File: config.mk
export PLATFORM = sky130hd
export DESIGN_NAME = redirect_ctrl_flat
export DESIGN_NICKNAME = d
export VERILOG_FILES = /design/src/rtl/redirect_ctrl_pkg.sv /design/src/rtl/redirect_ctrl_if.sv /design/src/rtl/redirect_ctrl_fetch_inflight_cnt.sv /design/src/rtl/redirect_ctrl.sv /design/src/flat_wrapper.sv
export SDC_FILE = /design/constraint.sdc
export NUM_CORES = 1
export LEC_CHECK = 0
export BUFFER_PORTS_ARGS = -buffer_cell sky130_fd_sc_hd__buf_2
export CAP_MARGIN = 5
export CORE_MARGIN = 2
export CORE_UTILIZATION = 49
export DETAILED_ROUTE_END_ITERATION = 8
export PLACE_DENSITY = 0.93
export SLEW_MARGIN = 20
export SYNTH_ARGS = -nofsm -noshare
export SYNTH_HDL_FRONTEND = slang
export SYNTH_HIERARCHICAL = 1
export SYNTH_SLANG_ARGS = --single-unit
File: constraint.sdc
create_clock -name clk -period 3.7 [get_ports clk]
set_input_delay 0 -clock clk [delete_from_list [all_inputs] [get_ports clk]]
set_output_delay 0 -clock clk [all_outputs]
set_load 0.01 [all_outputs]
File: src/rtl/redirect_ctrl_pkg.sv
// redirect_ctrl shared definitions
// source encodings, flush masks, fsm states
package redirect_ctrl_pkg;

  typedef logic [1:0] src_t;

  localparam src_t SRC_PRIV = 2'd0;
  localparam src_t SRC_ID   = 2'd1;
  localparam src_t SRC_EX   = 2'd2;
  localparam src_t SRC_WB   = 2'd3;

  // mask bit order: {ex, id, if1, if0}
  localparam logic [3:0] FLUSH_WB   = 4'b1111;
  localparam logic [3:0] FLUSH_EX   = 4'b0111;
  localparam logic [3:0] FLUSH_ID   = 4'b0011;
  localparam logic [3:0] FLUSH_PRIV = 4'b0011;

  typedef enum logic {
    S_IDLE,
    S_WAIT
  } rd_state_t;

  function automatic logic [3:0] flush_mask(src_t s);
    logic [3:0] m;
    m = FLUSH_PRIV;
    unique case (s)
      SRC_WB:  m = FLUSH_WB;
      SRC_EX:  m = FLUSH_EX;
      SRC_ID:  m = FLUSH_ID;
      default: m = FLUSH_PRIV;
    endcase
    return m;
  endfunction

endpackage

File: src/rtl/redirect_ctrl_if.sv
// redirect_ctrl bus bundle
// requests and fetch events in, redirect/flush/drop out
interface redirect_ctrl_if #(
  parameter int EPOCH_W = 2
);
  logic               req_wb;
  logic               req_ex;
  logic               req_id;
  logic               req_priv;
  logic [31:0]        pc_wb;
  logic [31:0]        pc_ex;
  logic [31:0]        pc_id;
  logic [31:0]        pc_priv;
  logic               cancel_ok;
  logic               fetch_req_fire;
  logic               fetch_resp_valid;
  logic               set_pc;
  logic [31:0]        pc_target;
  logic               flush_if0;
  logic               flush_if1;
  logic               flush_id;
  logic               flush_ex;
  logic               resp_drop;
  logic               fetch_stall;
  logic [EPOCH_W-1:0] epoch;

  modport master (
    output req_wb, req_ex, req_id, req_priv,
    output pc_wb, pc_ex, pc_id, pc_priv,
    output cancel_ok, fetch_req_fire,
    output fetch_resp_valid,
    input  set_pc, pc_target,
    input  flush_if0, flush_if1,
    input  flush_id, flush_ex,
    input  resp_drop, fetch_stall, epoch
  );

  modport slave (
    input  req_wb, req_ex, req_id, req_priv,
    input  pc_wb, pc_ex, pc_id, pc_priv,
    input  cancel_ok, fetch_req_fire,
    input  fetch_resp_valid,
    output set_pc, pc_target,
    output flush_if0, flush_if1,
    output flush_id, flush_ex,
    output resp_drop, fetch_stall, epoch
  );

endinterface

File: src/rtl/redirect_ctrl_fetch_inflight_cnt.sv
// fetch_inflight_cnt: outstanding and stale
// icache response tracking for redirect_ctrl
module fetch_inflight_cnt #(
  parameter int MAX_OUT = 4
) (
  input  logic clk,
  input  logic rstn,
  input  logic i_fire,
  input  logic i_resp,
  input  logic i_redirect_now,
  input  logic i_pending,
  output logic o_resp_drop,
  output logic o_stall
);

  localparam int CW = $clog2(MAX_OUT + 1);
  localparam logic [CW-1:0] W_MAX = CW'(MAX_OUT);

  logic [CW-1:0] r_out;
  logic [CW-1:0] r_drop;
  logic [CW-1:0] w_out_nxt;

  // saturating up/down count of in-flight fetches
  always_comb begin
    w_out_nxt = r_out;
    if (i_fire && !i_resp && r_out != W_MAX)
      w_out_nxt = r_out + CW'(1);
    else if (!i_fire && i_resp && r_out != '0)
      w_out_nxt = r_out - CW'(1);
  end

  assign o_resp_drop = i_resp &&
                       (i_pending || r_drop != '0);
  assign o_stall = (r_out == W_MAX);

  // on redirect every still-open fetch is stale
  always_ff @(posedge clk or negedge rstn) begin
    if (!rstn) begin
      r_out  <= '0;
      r_drop <= '0;
    end else begin
      r_out <= w_out_nxt;
      if (i_redirect_now)
        r_drop <= w_out_nxt;
      else if (o_resp_drop && r_drop != '0)
        r_drop <= r_drop - CW'(1);
    end
  end

endmodule

File: src/rtl/redirect_ctrl.sv
// redirect_ctrl: fetch-stage redirect arbiter
// holds winner until icache cancel, then set_pc
module redirect_ctrl
  import redirect_ctrl_pkg::*;
#(
  parameter int MAX_OUT = 4,
  parameter int EPOCH_W = 2
) (
  input logic clk,
  input logic rstn,
  redirect_ctrl_if.slave bus
);

  rd_state_t          r_state;
  rd_state_t          w_state_nxt;
  src_t               r_src;
  src_t               w_src_nxt;
  logic [31:0]        r_pc;
  logic [31:0]        w_pc_nxt;
  logic [EPOCH_W-1:0] r_epoch;
  logic               w_any;
  src_t               w_req_src;
  logic [31:0]        w_req_pc;
  logic               w_set_pc;
  logic [3:0]         w_flush;

  // fixed-priority pick among this cycle's requests
  always_comb begin
    w_any     = bus.req_wb | bus.req_ex |
                bus.req_id | bus.req_priv;
    w_req_src = SRC_PRIV;
    w_req_pc  = bus.pc_priv;
    if (bus.req_wb) begin
      w_req_src = SRC_WB;
      w_req_pc  = bus.pc_wb;
    end else if (bus.req_ex) begin
      w_req_src = SRC_EX;
      w_req_pc  = bus.pc_ex;
    end else if (bus.req_id) begin
      w_req_src = SRC_ID;
      w_req_pc  = bus.pc_id;
    end
  end

  // next state, pending entry and redirect pulse
  always_comb begin
    w_state_nxt = r_state;
    w_src_nxt   = r_src;
    w_pc_nxt    = r_pc;
    w_set_pc    = 1'b0;
    unique case (r_state)
      S_IDLE: begin
        if (w_any) begin
          w_state_nxt = S_WAIT;
          w_src_nxt   = w_req_src;
          w_pc_nxt    = w_req_pc;
        end
      end
      S_WAIT: begin
        if (bus.cancel_ok) begin
          w_set_pc = 1'b1;
          if (w_any) begin
            w_src_nxt = w_req_src;
            w_pc_nxt  = w_req_pc;
          end else begin
            w_state_nxt = S_IDLE;
          end
        end else if (w_any && w_req_src >= r_src) begin
          w_src_nxt = w_req_src;
          w_pc_nxt  = w_req_pc;
        end
      end
      default: w_state_nxt = S_IDLE;
    endcase
  end

  assign w_flush = w_set_pc ? flush_mask(r_src) : 4'b0;

  assign bus.set_pc    = w_set_pc;
  assign bus.pc_target = w_set_pc ? r_pc : 32'h0;
  assign bus.flush_if0 = w_flush[0];
  assign bus.flush_if1 = w_flush[1];
  assign bus.flush_id  = w_flush[2];
  assign bus.flush_ex  = w_flush[3];
  assign bus.epoch     = r_epoch;

  // pending redirect and fetch epoch
  always_ff @(posedge clk or negedge rstn) begin
    if (!rstn) begin
      r_state <= S_IDLE;
      r_src   <= SRC_PRIV;
      r_pc    <= 32'h0;
      r_epoch <= '0;
    end else begin
      r_state <= w_state_nxt;
      r_src   <= w_src_nxt;
      r_pc    <= w_pc_nxt;
      if (w_set_pc)
        r_epoch <= r_epoch + EPOCH_W'(1);
    end
  end

  fetch_inflight_cnt #(
    .MAX_OUT (MAX_OUT)
  ) u_cnt (
    .clk            (clk),
    .rstn           (rstn),
    .i_fire         (bus.fetch_req_fire),
    .i_resp         (bus.fetch_resp_valid),
    .i_redirect_now (w_set_pc),
    .i_pending      (r_state == S_WAIT),
    .o_resp_drop    (bus.resp_drop),
    .o_stall        (bus.fetch_stall)
  );

endmodule

File: src/flat_wrapper.sv
// flat-port wrapper written by rule: the top's interface ports become plain ports
module redirect_ctrl_flat import redirect_ctrl_pkg::*;
#(
  parameter int MAX_OUT = 4,
  parameter int EPOCH_W = 2
)
  (clk, rstn, bus_req_wb, bus_req_ex, bus_req_id, bus_req_priv, bus_pc_wb, bus_pc_ex, bus_pc_id, bus_pc_priv, bus_cancel_ok, bus_fetch_req_fire, bus_fetch_resp_valid, bus_set_pc, bus_pc_target, bus_flush_if0, bus_flush_if1, bus_flush_id, bus_flush_ex, bus_resp_drop, bus_fetch_stall, bus_epoch);
  redirect_ctrl_if #(.EPOCH_W(EPOCH_W)) bus_i ();
  input logic clk;
  input logic rstn;
  input wire logic [$bits(bus_i.req_wb)-1:0] bus_req_wb;
  input wire logic [$bits(bus_i.req_ex)-1:0] bus_req_ex;
  input wire logic [$bits(bus_i.req_id)-1:0] bus_req_id;
  input wire logic [$bits(bus_i.req_priv)-1:0] bus_req_priv;
  input wire logic [$bits(bus_i.pc_wb)-1:0] bus_pc_wb;
  input wire logic [$bits(bus_i.pc_ex)-1:0] bus_pc_ex;
  input wire logic [$bits(bus_i.pc_id)-1:0] bus_pc_id;
  input wire logic [$bits(bus_i.pc_priv)-1:0] bus_pc_priv;
  input wire logic [$bits(bus_i.cancel_ok)-1:0] bus_cancel_ok;
  input wire logic [$bits(bus_i.fetch_req_fire)-1:0] bus_fetch_req_fire;
  input wire logic [$bits(bus_i.fetch_resp_valid)-1:0] bus_fetch_resp_valid;
  output wire logic [$bits(bus_i.set_pc)-1:0] bus_set_pc;
  output wire logic [$bits(bus_i.pc_target)-1:0] bus_pc_target;
  output wire logic [$bits(bus_i.flush_if0)-1:0] bus_flush_if0;
  output wire logic [$bits(bus_i.flush_if1)-1:0] bus_flush_if1;
  output wire logic [$bits(bus_i.flush_id)-1:0] bus_flush_id;
  output wire logic [$bits(bus_i.flush_ex)-1:0] bus_flush_ex;
  output wire logic [$bits(bus_i.resp_drop)-1:0] bus_resp_drop;
  output wire logic [$bits(bus_i.fetch_stall)-1:0] bus_fetch_stall;
  output wire logic [$bits(bus_i.epoch)-1:0] bus_epoch;
  assign bus_i.req_wb = bus_req_wb;
  assign bus_i.req_ex = bus_req_ex;
  assign bus_i.req_id = bus_req_id;
  assign bus_i.req_priv = bus_req_priv;
  assign bus_i.pc_wb = bus_pc_wb;
  assign bus_i.pc_ex = bus_pc_ex;
  assign bus_i.pc_id = bus_pc_id;
  assign bus_i.pc_priv = bus_pc_priv;
  assign bus_i.cancel_ok = bus_cancel_ok;
  assign bus_i.fetch_req_fire = bus_fetch_req_fire;
  assign bus_i.fetch_resp_valid = bus_fetch_resp_valid;
  assign bus_set_pc = bus_i.set_pc;
  assign bus_pc_target = bus_i.pc_target;
  assign bus_flush_if0 = bus_i.flush_if0;
  assign bus_flush_if1 = bus_i.flush_if1;
  assign bus_flush_id = bus_i.flush_id;
  assign bus_flush_ex = bus_i.flush_ex;
  assign bus_resp_drop = bus_i.resp_drop;
  assign bus_fetch_stall = bus_i.fetch_stall;
  assign bus_epoch = bus_i.epoch;
  redirect_ctrl #(.MAX_OUT(MAX_OUT), .EPOCH_W(EPOCH_W)) u_core (.clk(clk), .rstn(rstn), .bus(bus_i));
endmodule
### Word-level counts from Yosys, hierarchy flattened

Cells that the tools add are included.

| storage, ports and cells | value |
|---|---|
| register bits after elaboration | 43 |
| latch bits | 0 |
| RAM bits | 0 |
| bits in read-only memories | 0 |
| bits of input ports | 137 |
| output and inout bits | 41 |
| word-level logic and storage cells | 59 |
| memories kept | 0 |

| cells by class | value |
|---|---|
| $add $sub $neg | 4 |
| multipliers | 0 |
| divide/modulo/power cells | 0 |
| $lt $le $gt $ge | 1 |
| equal/unequal tests | 5 |
| shifts and indexed selects | 0 |
| mux-type cells | 26 |
| bitwise logic cells | 4 |
| reduce and logical (&&, ||, !) cells | 13 |

Operators with widths:

| cell | number |
|---|---|
| 32-bit two-way mux | 7 |
| 32-bit one-hot mux with 2 select lines | 1 |
| 3-bit two-way mux | 4 |
| 2-bit two-way mux | 5 |
| 4-bit one-hot mux with 2 select lines | 1 |
| 1-bit logical AND | 7 |
| 3-bit != test (second input constant) | 2 |
| 3-bit nonzero test | 2 |
| 3-bit by 1-bit subtractor with 3-bit output (second input constant) | 2 |
| 1-bit two-way mux | 5 |
| 2-bit == test (second input constant) | 2 |
| 4-bit two-way mux | 1 |
| 2-bit one-hot mux with 2 select lines | 1 |
| 3-bit by 1-bit adder with 3-bit output (second input constant) | 1 |
| 3-bit == test (second input constant) | 1 |
| 1-bit bitwise OR | 3 |
| 2-bit by 1-bit adder with 2-bit output (second input constant) | 1 |
| 2-bit greater-or-equal comparator | 1 |
| 1-bit zero test | 2 |
| 1-bit one-hot mux with 2 select lines | 1 |
| 2-bit nonzero test | 1 |
| 1-bit logical OR | 1 |
| 1-bit NOT | 1 |

### Depth between registers and ports, before layout

| logic depth | value |
|---|---|
| word-level depth | 8 |
| gate-level depth with buffers | 9 |
| mapped depth without buffers | 7 |

### By module

The synthesis kept the hierarchy.

By module, submodules not included:

| module | times used | cells an instance | area an instance (um2) | seq. area each (um2) |
|---|---|---|---|---|
| redirect_ctrl | 1 | 248 | 2676.3 | 925.9 |
| fetch_inflight_cnt | 1 | 58 | 520.5 | 150.1 |

### Worst setup path before layout

Ideal clock, no wire load.

| timing | value |
|---|---|
| path kind | input-to-reg |
| from | in bus_req_id |
| to | reg u_core.r_pc[0] |
| library setup time | 0.125 ns |
| arrival time | 1.860 ns |
| data required time | 3.575 ns |
| setup slack | 1.715 ns |
| stages | 9 |
| buffers on the path | 3 |
| path through | buf_2 > buf_2 > a21oi_1 > ha_1 > nand2b_1 > a211oi_4 > nor2_4 > buf_12 > mux2_4 |

| on the way | value |
|---|---|
| word-level cells in the longest chain between the ends | 6 |
| elaborated cells between the ends (all ways) | 15 |
| those cells by class | order compare: 1; eq/ne: 1; mux: 10; bitwise: 2; reduce/logical: 1 |

Ends and longest elaborated chain:

| what | RTL line | source |
|---|---|---|
| start, declared | flat_wrapper.sv:13 | `input wire logic [$bits(bus_i.req_id)-1:0] bus_req_id;` |
| 1-bit two-way mux / 32-bit two-way mux (equally long branches) | redirect_ctrl.sv:39 | `end else if (bus.req_id) begin` |
| 2-bit two-way mux / 32-bit two-way mux (equally long branches) | redirect_ctrl.sv:36 | `end else if (bus.req_ex) begin` |
| 2-bit two-way mux / 32-bit two-way mux (equally long branches) | redirect_ctrl.sv:33 | `if (bus.req_wb) begin` |
| 2-bit greater-or-equal comparator, or another cell as far along | redirect_ctrl.sv:68 | `end else if (w_any && w_req_src >= r_src) begin` |
| 1-bit logical AND / 32-bit two-way mux (equally long branches) | redirect_ctrl.sv:68, redirect_ctrl.sv:60 |  |
| 3-bit != test (no line) / 32-bit one-hot mux with 2 select lines (equally long branches) | n/a |  |
| end signal, assigned | redirect_ctrl.sv:97 | `r_pc <= w_pc_nxt;` |
| end, declared | redirect_ctrl.sv:18 | `logic [31:0] r_pc;` |

Several ways; a longest one is shown, not always the timed one. The select of a mux whose other input is x is not followed.
A chain may end at the register's enable or synchronous reset.

### Final worst setup path

| timing | value |
|---|---|
| from | reg u_core.r_src[0] |
| to | reg u_core.r_pc[10] |

| on the way | value |
|---|---|
| word-level cells in the longest chain between the ends | 3 |

Ends and longest elaborated chain:

| what | RTL line | source |
|---|---|---|
| start, declared | redirect_ctrl.sv:16 | `src_t r_src;` |
| start signal, assigned | redirect_ctrl.sv:96 | `r_src <= w_src_nxt;` |
| 2-bit greater-or-equal comparator | redirect_ctrl.sv:68 |  |
| 1-bit logical AND | redirect_ctrl.sv:68 |  |
| 3-bit != test (no line) | n/a |  |

No other way between the ends.

==> out/results.ini <==
[status]
status=completed

[clocking]
cts.sinks=43
cts_buffer_depth=2
cts_tree=built
cts-root-buf=clkbuf_8
clk_latency_ns=0.28
numCtsBuffers=5
cts_max_level=2
clk_pin_slew_ns=0.08

[floorplanning]
die_h_um=84.77
die_x_um=84.77
start_util=0.5063
die-area_mm2=0.007186
core_mm2=0.006314
io_pins=178
num_rows=29

[min_path]
hold_class=input pin to flip-flop

[yosys]
yosysTopAreaCell=dfrtp_1
ys_top_cells_by_area=dfrtp_1, mux2_4, mux2i_1, a22oi_1, and3_1
ys_seq_area_frac=0.3366
syn-num-nets=450
yosysWarnings=6
synth.top_cell.area_share=0.3366
synth-edff-count=0
syn_avg_cell_area_um2=10.45
ys_ff_latch=43
ys.flop_type=dfrtp_1
synth_cells=306
synth.cell_area_mm2=0.003197
synthDistinctLibCells=49
async_flop_share=1.000

[timing]
finalCriticalPeriod_ns=2.409
finalMaxSlewViolations=0
max_freq_mhz=415.1
finalSetupTns_ns=0
hold_violations=0
worstMarginPinSlew_ns=0.9509
relSlewSlack=0.3660
hold_ws_ns=0.08022
setup_violations=0
fin_crit_sh=0.6511
rsz0062_at_grt=no
finClkSkew_ns=0.006570

[route]
vias=3085
ant_nets=0
drtIter0Drc=128
drt-total-wl_um=9306
drc_errors=0
viasPerCell=5.640
wl_per_cell_um=17.01
dr.pass1.iters=4

[place]
place_inst=537
dpl.hpwl_um=6851
portBuffers=177
place_congestion=0.8376

[global_route]
grt_pass1_wl_um=14780
antenna_found_initial=0
grt_pass1_vias=3171
grt_max_degree=44
track_usage=0.2536
grt.overflow.total=0

[power_and_ir_drop]
power.leakage_nw=2.312
power-per-cell-area_mw_per_mm2=411.3
peakVddDrop_mv=0.2922

[layout]
area_growth_pct=29.71
final_common_cell=buf_2
finalNetCount=613
instances_no_fill=547
final_cell_mix=buf_2, dfrtp_1, mux2i_1
diodes=0
drive_gt1_frac=0.5064

[critical_path]
cp_top_family=simple AND/OR/NAND/NOR gates
cp_max_fo=21
path_buf_inv=1
end_kind=flip-flop
crit_path_max_incr_delay_ns=0.63
cp_data_required_time_ns=3.87
criticalPathCategory=flip-flop to flip-flop
startpoint_type=flip-flop
path_cells=ha_1, nand2b_1, a211oi_4, nor2_4, buf_4, mux2_4
cp_slowest_cell=nor2_4
worstPathArrival_ns=2.58

[flow_run]
cap_violations=0

layout make-up:
type	instances	area, um^2
Fill cell	526	2167
Sequential cell	43	1076
Tap cell	77	96.34
Multi-Input combinational cell	220	1893
Clock buffer	6	72.57
Inverter	16	60.06
Timing Repair Buffer	183	935.9
Clock inverter	2	12.51
worst paths after layout:
check                                    startpoint             endpoint  slack [ns]  cells after the start
worst min-delay path                   bus_pc_ex[9]       u_core/r_pc[9]        0.08                      4
worst min register to register  u_core/bus.epoch[1]  u_core/bus.epoch[1]        0.49                      1
max in group asynchronous                      rstn      u_core/r_pc[20]        2.70                      2
worst max register to register      u_core/r_src[0]      u_core/r_pc[10]        1.29                      6
worst max-delay path                u_core/r_src[0]      u_core/r_pc[10]        1.29                      6
min in group asynchronous                      rstn       u_core/r_pc[9]        0.41                      2
routing by layer:
metal,share of wire,vias to the layer above,global-route usage,wire length (um)
li1,-,1462,-,-
met1,0.41,1467,0.3134,3792
met2,0.51,136,0.4553,4729
met3,0.065,20,0.03736,602
met4,0.020,0,0.07937,182
met5,0,-,0,0
state kept, by name, summed over array words and instances (netlist names):
signal,count
u_core/bus.epoch,2
u_core/r_pc,32
u_core/r_src,2
u_core/r_state,1
u_core/u_cnt/r_drop,3
u_core/u_cnt/r_out,3
worst register-to-register path, delay by kind of cell (launching register included):
family	cells	cell delay, ns
compound gates	1	0.10
fa+ha+maj	1	0.28
buf+inv	1	0.40
flops	1	0.41
mux	1	0.34
simple gates	2	0.78
logic make-up after synthesis:
kind of cell,count (synthesis),share of synthesized area
multiplexers,65,0.2505
AO/OA/AOI/OAI,82,0.1761
AND/OR/NAND/NOR,62,0.1249
adder cells (fa/ha/maj),7,0.02740
buffers and inverters,43,0.07358
flip-flops,43,0.3366
XOR/XNOR,4,0.01096
per-stage QoR:
stage	total power, mW	utilization	cell area (um^2)	setup slack, ns
2_1_floorplan	1.186	-	3197	1.715
3_3_place_gp	1.373	0.6393	4036	1.165
3_5_place_dp	1.416	0.6401	4041	1.046
4_1_cts	1.709	0.6568	4146	1.282
5_1_grt	1.816	0.6568	4146	1.171
6_report	1.705	0.6568	4146	1.291
what timing repair did:
action	4_1_cts	5_1_grt
hold endpoints to repair	44	0
hold buffers	2	0
resized for setup	0	0
setup buffers	0	0
cell usage after synthesis, drive strengths merged, types with 2 or more instances:
cell type / count
dfrtp: 43
and3: 34
o21ai: 34
mux2: 33
mux2i: 32
a22oi: 30
inv: 16
buf: 14
clkbuf: 13
nor2: 8
ha: 7
nor3: 5
a211oi: 3
nand2b: 3
xnor2: 3
a21oi: 2
a222oi: 2
a31oi: 2
and2: 2
nand2: 2
nand3: 2
nor2b: 2
o22ai: 2
power by group:
part           switching, mW  internal [mW]  leakage, nW
sequential            0.0882          0.590        0.508
clock                  0.157          0.132       0.0412
combinational          0.353          0.385         1.76
No activity file was read; power rests on OpenSTA's default activity.
